<file path="config.mk">
export PLATFORM = sky130hd
export DESIGN_NAME = fifo_word_packer
export DESIGN_NICKNAME = d
export VERILOG_FILES = /design/src/rtl/fifo_word_packer.sv
export SDC_FILE = /design/constraint.sdc
export NUM_CORES = 1
export LEC_CHECK = 0
export CAP_MARGIN = 20
export CORE_ASPECT_RATIO = 1.25
export CORE_MARGIN = 2
export CORE_UTILIZATION = 55
export DETAILED_ROUTE_END_ITERATION = 10
export GPL_TIMING_DRIVEN = 0
export MAX_ROUTING_LAYER = met4
export PLACE_DENSITY_LB_ADDON = 0.08
export RECOVER_POWER = 100
export SKIP_CTS_REPAIR_TIMING = 1
export SYNTH_ARGS = -nofsm -noshare
export SYNTH_HDL_FRONTEND = slang
export SYNTH_SLANG_ARGS = --single-unit
export TNS_END_PERCENT = 1
</file>
<file path="constraint.sdc">
create_clock -name clk -period 2.55 [get_ports clk]
set_input_delay 0.765 -clock clk [delete_from_list [all_inputs] [get_ports clk]]
set_output_delay 0.765 -clock clk [all_outputs]
set_load 0.05 [all_outputs]
</file>
<file path="src/rtl/fifo_word_packer.sv">
// rtl/fifo_word_packer.sv - packs LANES first-word-fall-through FIFO entries into one wide word
//
// Ports:
//   clk, n_rst          clock (rising edge) and asynchronous active-low reset
//   fifo_empty          FIFO empty flag
//   fifo_rdata          FIFO head entry, valid while fifo_empty=0
//   fifo_ren            pop request, combinational from state and fifo_empty
//   flush               single-cycle request to emit any partial word once the FIFO drains
//   out_valid/out_ready word handshake toward the bus-side consumer
//   out_data            packed word, lane 0 = oldest entry
//   out_keep            per-lane valid mask
//   out_last            word was produced by a flush
//   busy                packer holds state (word presented, lanes collected or flush pending)
module fifo_word_packer #(
  parameter int D_WIDTH = 8,
  parameter int LANES   = 4
) (
  input  logic                       clk,
  input  logic                       n_rst,
  input  logic                       fifo_empty,
  input  logic [D_WIDTH-1:0]         fifo_rdata,
  output logic                       fifo_ren,
  input  logic                       flush,
  output logic                       out_valid,
  input  logic                       out_ready,
  output logic [D_WIDTH*LANES-1:0]   out_data,
  output logic [LANES-1:0]           out_keep,
  output logic                       out_last,
  output logic                       busy
);

  localparam int W     = D_WIDTH * LANES;
  localparam int CNT_W = $clog2(LANES + 1);

  typedef enum logic {FILL, HOLD} state_t;

  state_t           state_q, state_d;
  logic [CNT_W-1:0] cnt_q, cnt_d;
  logic             flush_pending_q, flush_pending_d;
  logic [W-1:0]     acc_q, acc_d;
  logic [W-1:0]     out_data_d;
  logic [LANES-1:0] out_keep_d;
  logic             out_valid_d, out_last_d;

  // Accumulator with the head entry dropped into lane cnt, and the partial
  // word / keep mask for a flush of the lanes collected so far.
  logic [W-1:0]     acc_pop;
  logic [W-1:0]     acc_partial;
  logic [LANES-1:0] keep_partial;

  always_comb begin
    acc_pop      = acc_q;
    acc_partial  = '0;
    keep_partial = '0;
    for (int i = 0; i < LANES; i++) begin
      if (cnt_q == CNT_W'(i)) begin
        acc_pop[i*D_WIDTH +: D_WIDTH] = fifo_rdata;
      end
      if (CNT_W'(i) < cnt_q) begin
        keep_partial[i]                   = 1'b1;
        acc_partial[i*D_WIDTH +: D_WIDTH] = acc_q[i*D_WIDTH +: D_WIDTH];
      end
    end
  end

  always_comb begin
    state_d         = state_q;
    cnt_d           = cnt_q;
    flush_pending_d = flush_pending_q | flush;
    acc_d           = acc_q;
    out_data_d      = out_data;
    out_keep_d      = out_keep;
    out_valid_d     = out_valid;
    out_last_d      = out_last;
    fifo_ren        = 1'b0;

    case (state_q)
      FILL: begin
        // Gated by n_rst so a preloaded FIFO is not drained while in reset.
        fifo_ren = n_rst & ~fifo_empty;
        if (!fifo_empty) begin
          acc_d = acc_pop;
          if (cnt_q == CNT_W'(LANES - 1)) begin
            state_d     = HOLD;
            cnt_d       = '0;
            out_valid_d = 1'b1;
            out_data_d  = acc_pop;
            out_keep_d  = '1;
            out_last_d  = 1'b0;
          end else begin
            cnt_d = cnt_q + CNT_W'(1);
          end
        end else if (flush_pending_q) begin
          // Clearing wins over a flush arriving on the same edge.
          flush_pending_d = 1'b0;
          if (cnt_q != '0) begin
            state_d     = HOLD;
            cnt_d       = '0;
            out_valid_d = 1'b1;
            out_data_d  = acc_partial;
            out_keep_d  = keep_partial;
            out_last_d  = 1'b1;
          end
        end
      end
      HOLD: begin
        if (out_ready) begin
          state_d     = FILL;
          out_valid_d = 1'b0;
          out_keep_d  = '0;
          out_last_d  = 1'b0;
          acc_d       = '0;
        end
      end
      default: state_d = FILL;
    endcase
  end

  always_ff @(posedge clk or negedge n_rst) begin
    if (!n_rst) begin
      state_q         <= FILL;
      cnt_q           <= '0;
      flush_pending_q <= 1'b0;
      acc_q           <= '0;
      out_data        <= '0;
      out_keep        <= '0;
      out_valid       <= 1'b0;
      out_last        <= 1'b0;
    end else begin
      state_q         <= state_d;
      cnt_q           <= cnt_d;
      flush_pending_q <= flush_pending_d;
      acc_q           <= acc_d;
      out_data        <= out_data_d;
      out_keep        <= out_keep_d;
      out_valid       <= out_valid_d;
      out_last        <= out_last_d;
    end
  end

  assign busy = (state_q != FILL) | (cnt_q != '0) | flush_pending_q;

endmodule

</file>
# Yosys cells after proc, flatten, opt, wreduce, memory -nomap -nowiden
# Index checks and enable logic that the tools add are counted.
# totals
register_bits	75
input_bits	13
output_inout_bits	40
wordCells	84
# op_classes
addsub	1
magnitude_cmp	4
eq_ne	10
n_mux	48
n_bitwise	6
n_reduce_logical	7
# ops
operator	count
$mux 32	6
$mux 8	8
$pmux 32 s2	1
$mux 1	20
$mux 4	5
$mux 3	4
$ne 3x3->1 const B	3
$pmux 4 s2	1
$reduce_and 4->1	2
$eq 3x2->1 const B	2
$lt 1x3->1 const A	2
$lt 2x3->1 const A	2
$pmux 1 s2	3
$ne 2x1->1 const B	2
$ne 2x2->1 const B	2
$add 3x1->3 const B	1
$eq 3x1->1 const B	1
$logic_not 3->1	1
$or 1x1->1	3
$reduce_and 3->1	1
$reduce_bool 3->1	1
$not 1->1	2
$reduce_and 2->1	1
$reduce_bool 2->1	1
$and 1x1->1	1

# Logic depth before layout (Yosys ltp)
# Gate-level depths: netlist of run 1.
# depth
word_depth	6
mapped_depth	8
mapped_depth_nobuf	6

# Worst setup path after synthesis of run 1
# No wires, ideal clock.
# synth_path
kind	in2out
start	input fifo_empty
end	output fifo_ren
arrival_ns	1.534
t_required_ns	1.785
setup_slack_ns	0.251
cell_stages	3
n_path_buf	1
path_cell_list	buf_2 > nor2_1 > and2_1
# synth_via
elab_chain_cells	3
# synth_lines
element	line	rtl
from (decl)	20	input logic fifo_empty,
$not 1->1	80	fifo_ren = n_rst & ~fifo_empty;
$and 1x1->1	80	
$mux 1	77	case (state_q)
to (decl)	22	output logic fifo_ren,
# No other way between the ends.

# Worst setup path in the final report of run 1
# layout_path
start	register cnt_q[0]
end	output busy
# layout_via
elab_chain_cells	3
# layout_lines
element	line	rtl
from (decl)	38	logic [CNT_W-1:0] cnt_q, cnt_d;
from (signal assigned)	131	cnt_q <= cnt_d;
$reduce_bool 3->1	141	assign busy = (state_q != FILL) | (cnt_q != '0) | flush_pending_q;
$or 1x1->1 (2 in series)	141	
to (decl)	29	output logic busy
# No other way between the ends.

==> flow_metrics.tcl, run 1 <==
set metrics [dict create \
    status "finished, violations left" \
    violations "setup timing" \
    clockRootBuffer "clkbuf_8" \
    num_vias 2798 \
    drt-wirelength-per-cell_um 16.1 \
    drv_slew 0 \
    dr.pass1.iters 4 \
    drt-initial-drc-count 227 \
    grt_max_degree 50 \
    antenna_found_initial 0 \
    cp-start-kind "flop" \
    place.port_buffers 52 \
    cp_max_fo 6 \
    ant_nets 0 \
    peakVddDrop_uv 771 \
    clk_path_buf_depth 2 \
    die_x_um 75.4 \
    cts_made_buffers 9 \
    r2r_cells 7 \
    hold_viol 0 \
    fin_crit_sh 1.01 \
    syn_inst 352 \
    syn_area_mm2 0.00351 \
    layout_commonest_cell "dfrtp_1" \
    grt_overflow 0 \
    groute.usage.overall 0.277 \
    wirelength_um 8130 \
    setup_viol 1 \
    crit_type "flop to primary output" \
    die-area_mm2 0.00704 \
    synth_seq_area_share 0.535 \
    core-area_mm2 0.00617 \
    ys_types 43 \
    grt_pass1_vias 2797 \
    hold_class "input port to asynchronous set/reset pin" \
    rows 32 \
    initial_core_util 0.569 \
    period_needed_ns 2.58 \
    place_congestion 0.863 \
    syn_to_final_growth_pct 22.3 \
    rsz0062_at_grt "true" \
    yosysWarnings 0 \
    insertion_delay_ns 0.36 \
    synth_fp_nets 368 \
    avgViaCountPerCell 5.53 \
    crit_arrival_ns 1.81 \
    leakagePower_uw 0.00194 \
    layout_common_cells "dfrtp_1 (73), nand2_1 (61), o21ai_0 (40), dlygate4sd3_1 (40), nor2_1 (25)" \
    skew_ns 0.0112 \
    layout-drive-gt1-share 0.0974 \
    nNetsFinal 432 \
    synth-seq-cells 75 \
    die_height_um 93.3 \
    n_antenna_cell 0 \
    setup.worst_path.end_class "primary output" \
    dpl_worst_slack_ns -0.831 \
    clkTransAtPathRegs_ns 0.08 \
    drc_errors 0 \
    setup_slack_ns -0.0290 \
    syn_area_per_cell_um2 9.97 \
    drv_cap 0 \
    htreeDepth 3 \
    power.density_mw_per_mm2 1440 \
    multiInputGateArea_mm2 0.00143 \
    tightest_slew_ns 1.17 \
    final-seq-area_mm2 0.00188 \
    cp.required_ns 1.79 \
    clkSinkCount 75 \
    grt_pass1_wl_um 13900 \
    io_pins 53 \
    finalSetupTns_ns -0.0290 \
    cts_tree "done" \
    maxSlewHeadroom 0.219 \
    place_hpwl_um 5870 \
    fillers 556 \
    max_freq_ghz 0.388 \
]
-- metrics by stage --
step                      total power (uW)   util  area, um2  instances  hold slack [ns]
final                                 6180  0.696       4290        506            0.305
after global placement                5300  0.671       4140        489            0.460
after floorplan                       4320      -       3510        352            0.469
after CTS                             6390  0.710       4380        506            0.333
after global routing                  6600  0.696       4290        506            0.331
after detailed placement              5380  0.675       4160        490            0.469
-- kinds of logic after synthesis --
kind of cell / share of synthesized area
AOI/OAI and AO/OA: 0.178
adders and majority gates: 0.0107
buffers and inverters: 0.0499
DFF: 0.535
muxes: 0.0489
and+or+nand+nor: 0.177
-- Yosys cell counts, drive strengths merged --
master / number / area [um2]
or3: 1 / 7.51
mux2: 1 / 11.3
or2b: 1 / 7.51
a31oi: 3 / 18.8
nand3: 18 / 100
clkbuf: 12 / 55.1
and3b: 1 / 8.76
nand2: 61 / 229
dfrtp: 75 / 1880
nor2b: 1 / 6.26
o2111ai: 1 / 15.0
o2111a: 1 / 11.3
o31ai: 16 / 120
ha: 3 / 37.5
o21ai: 43 / 245
mux2i: 16 / 160
nand2b: 4 / 32.5
a22o: 3 / 26.3
o2bb2ai: 2 / 17.5
and2: 2 / 12.5
a21bo: 1 / 10.0
a21oi: 17 / 85.1
a2bb2oi: 7 / 61.3
inv: 11 / 41.3
o21bai: 1 / 7.51
nand3b: 1 / 7.51
buf: 10 / 78.8
or2: 2 / 15.0
and4b: 7 / 70.1
nor2: 27 / 106
or4: 2 / 18.8
a21o: 1 / 7.51
-- worst paths after layout --
path                                           from                  endpoint  slack [ns]
setup reg to reg               cnt_q[0]$_DFFE_PN0P_  out_data[28]$_DFFE_PN0P_        0.28
hold reg to reg            out_data[26]$_DFFE_PN0P_  out_data[26]$_DFFE_PN0P_        0.48
max in group asynchronous                     n_rst  out_data[20]$_DFFE_PN0P_        0.81
min in group clk           out_data[26]$_DFFE_PN0P_  out_data[26]$_DFFE_PN0P_        0.48
setup / recovery               cnt_q[0]$_DFFE_PN0P_                      busy       -0.03
hold / removal                                n_rst      out_last$_DFFE_PN0P_        0.31
-- worst max-delay path: stages, from the launching register on --
cell and delay [ns]:
dfrtp_2 0.44, inv_2 0.10, ha_2 0.22, nand2b_4 0.07
or3_2 0.40, buf_2 0.22
-- where the power goes --
part | total, uW | internal, uW | switching [uW]
Sequential | 2030 | 1710 | 315
Combinational | 3140 | 989 | 2150
Clock | 1010 | 555 | 458
-- registers in the layout, indices dropped and copies added (netlist names) --
signal / cells
out_valid: 1
out_keep: 4
out_last: 1
flush_pending_q: 1
out_data: 32
cnt_q: 3
acc_q: 32
state_q: 1
-- metal layers --
metal / up-vias / GRT usage / routed length [um]
met5: - / - / 0
met2: 63 / 0.425 / 4060
li1: 1374 / - / -
met3: 20 / 0.0517 / 360
met1: 1341 / 0.355 / 3440
met4: 0 / 0.124 / 266
-- final cells by class --
type	instances	share of cell area
buffer	22	0.0239
clock buffer	10	0.0297
clock inverter	6	0.0204
inverter	11	0.00962
multi-input combinational	244	0.334
sequential	75	0.438
tap	85	0.0248
timing repair buffer	53	0.120
(Power assumes the default switching activity.)
==> inputs of run 2 (changes only) <==
--- a/config.mk
+++ b/config.mk
@@ -7,13 +7,13 @@
 export LEC_CHECK = 0
 export CAP_MARGIN = 20
 export CORE_ASPECT_RATIO = 1.25
-export CORE_MARGIN = 2
 export CORE_UTILIZATION = 55
 export DETAILED_ROUTE_END_ITERATION = 10
 export GPL_TIMING_DRIVEN = 0
 export MAX_ROUTING_LAYER = met4
 export PLACE_DENSITY_LB_ADDON = 0.08
 export RECOVER_POWER = 100
+export SETUP_SLACK_MARGIN = 0.05
 export SKIP_CTS_REPAIR_TIMING = 1
 export SYNTH_ARGS = -nofsm -noshare
 export SYNTH_HDL_FRONTEND = slang
==> flow_metrics.tcl, run 2 (synthesis gave the netlist of run 1 again) <==
set metrics [dict create \
    rsz0062_at_grt "true" \
    grt_overflow 0 \
    status "completed" \
    die_height_um 91.3 \
    crit_type "flop to primary output" \
    cp_max_fo 6 \
    drv_slew 0 \
    num_vias 2903 \
    syn_to_final_growth_pct 25.2 \
    nNetsFinal 435 \
    r2r_cells 6 \
    place_hpwl_um 5730 \
    wirelength_um 8370 \
    layout_common_cells "dfrtp_1 (73), nand2_1 (61), dlygate4sd3_1 (40), o21ai_0 (39), nor2_1 (24)" \
    hold_class "input port to asynchronous set/reset pin" \
    timing.hold.ws_ns 0.250 \
    hold_viol 0 \
    dr.pass1.iters 4 \
    skew_ns 0.00810 \
    initial_core_util 0.569 \
    instances_no_fill 509 \
    grt_pass1_wl_um 13800 \
    place.port_buffers 52 \
    largestRegisters "acc_q: 32 flops, out_data: 32 flops, out_keep: 4 flops" \
    insertion_delay_ns 0.35 \
    max_freq_ghz 0.403 \
    avgViaCountPerCell 5.70 \
    cp-start-kind "flop" \
    fin_crit_sh 0.972 \
    multiInputGateArea_mm2 0.00145 \
    rows 32 \
    place_congestion 0.854 \
    drv_cap 0 \
    clk_path_buf_depth 2 \
    cts_made_buffers 9 \
    dp.cells 490 \
    n_antenna_cell 0 \
    htreeDepth 3 \
    drc_errors 0 \
    final-seq-area_mm2 0.00188 \
    leakagePower_uw 0.00198 \
    cts_tree "done" \
    cp.required_ns 1.79 \
    maxSlewHeadroom 0.405 \
    ant_nets 0 \
    setup_viol 0 \
    layout-drive-gt1-share 0.111 \
    grt_max_degree 41 \
    setup.worst_path.end_class "primary output" \
    peakVddDrop_uv 702 \
    grt_pass1_vias 2833 \
    core-area_mm2 0.00617 \
    layout_commonest_cell "dfrtp_1" \
    clockRootBuffer "clkbuf_8" \
    clkTransAtPathRegs_ns 0.07 \
    groute.usage.overall 0.285 \
    drt-initial-drc-count 244 \
    finalSetupTns_ns 0 \
    drt-wirelength-per-cell_um 16.4 \
    antenna_found_initial 0 \
    period_needed_ns 2.48 \
    fillers 535 \
    die_x_um 73.4 \
    clkSinkCount 75 \
    tightest_slew_ns 0.893 \
    crit_arrival_ns 1.71 \
    die-area_mm2 0.00670 \
    power.density_mw_per_mm2 1440 \
    io_pins 53 \
    p_total_uw 6310 \
]
run 2: cell count changes in the layout (fill, tap and decap cells not counted), sizes merged:
cell      change
buf           +3
clkinv        -1
clkinvlp      +1
clkbuf        +2
inv           -2
run 2: routing by layer:
metal  share of wire  routed length, um  vias to the layer above  GRT usage
met3           0.040                331                       26     0.0499
li1                -                  -                     1377          -
met1            0.44               3670                     1411      0.357
met2            0.49               4130                       89      0.444
met4           0.028                236                        0      0.139
met5               0                  0                        -          -
run 2: final cells by class:
class                      instances  share of cell area
sequential                        75               0.428
multi-input combinational        244               0.331
timing repair buffer              56               0.132
clock buffer                      12              0.0353
tap                               85              0.0242
buffer                            22              0.0236
clock inverter                     4              0.0165
inverter                          11             0.00997
run 2: critical path: stages, from the launching register on:
cell and delay (ns):
dfrtp_2 0.46, inv_4 0.10, ha_4 0.15, nand2b_4 0.07, or3_2 0.42, buf_6 0.17
run 2: report_power, final:
group	total (uW)	internal [uW]	switching (uW)
combinational	3230	1050	2190
sequential	2030	1710	321
clock	1040	603	434
run 2: path summary, 6_finish.rpt:
kind / to / slack, ns / startpoint
worst max-delay path: busy / 0.07 / cnt_q[0]$_DFFE_PN0P_
min in group clk: out_valid$_DFFE_PN0P_ / 0.47 / out_valid$_DFFE_PN0P_
worst min register to register: out_valid$_DFFE_PN0P_ / 0.47 / out_valid$_DFFE_PN0P_
worst min-delay path: out_keep[1]$_DFFE_PN0P_ / 0.25 / n_rst
worst max register to register: out_data[18]$_DFFE_PN0P_ / 0.29 / cnt_q[2]$_DFFE_PN0P_
max in group asynchronous: cnt_q[1]$_DFFE_PN0P_ / 1.85 / n_rst
run 2: metrics by stage:
step                      worst slack [ns]  area [um2]  utilization
after floorplan                      0.251        3510            -
after global placement               -3.09        4140        0.671
after detailed placement            -0.815        4150        0.673
after CTS                           -0.831        4380        0.710
after global routing                0.0242        4390        0.712
final                               0.0706        4390        0.712
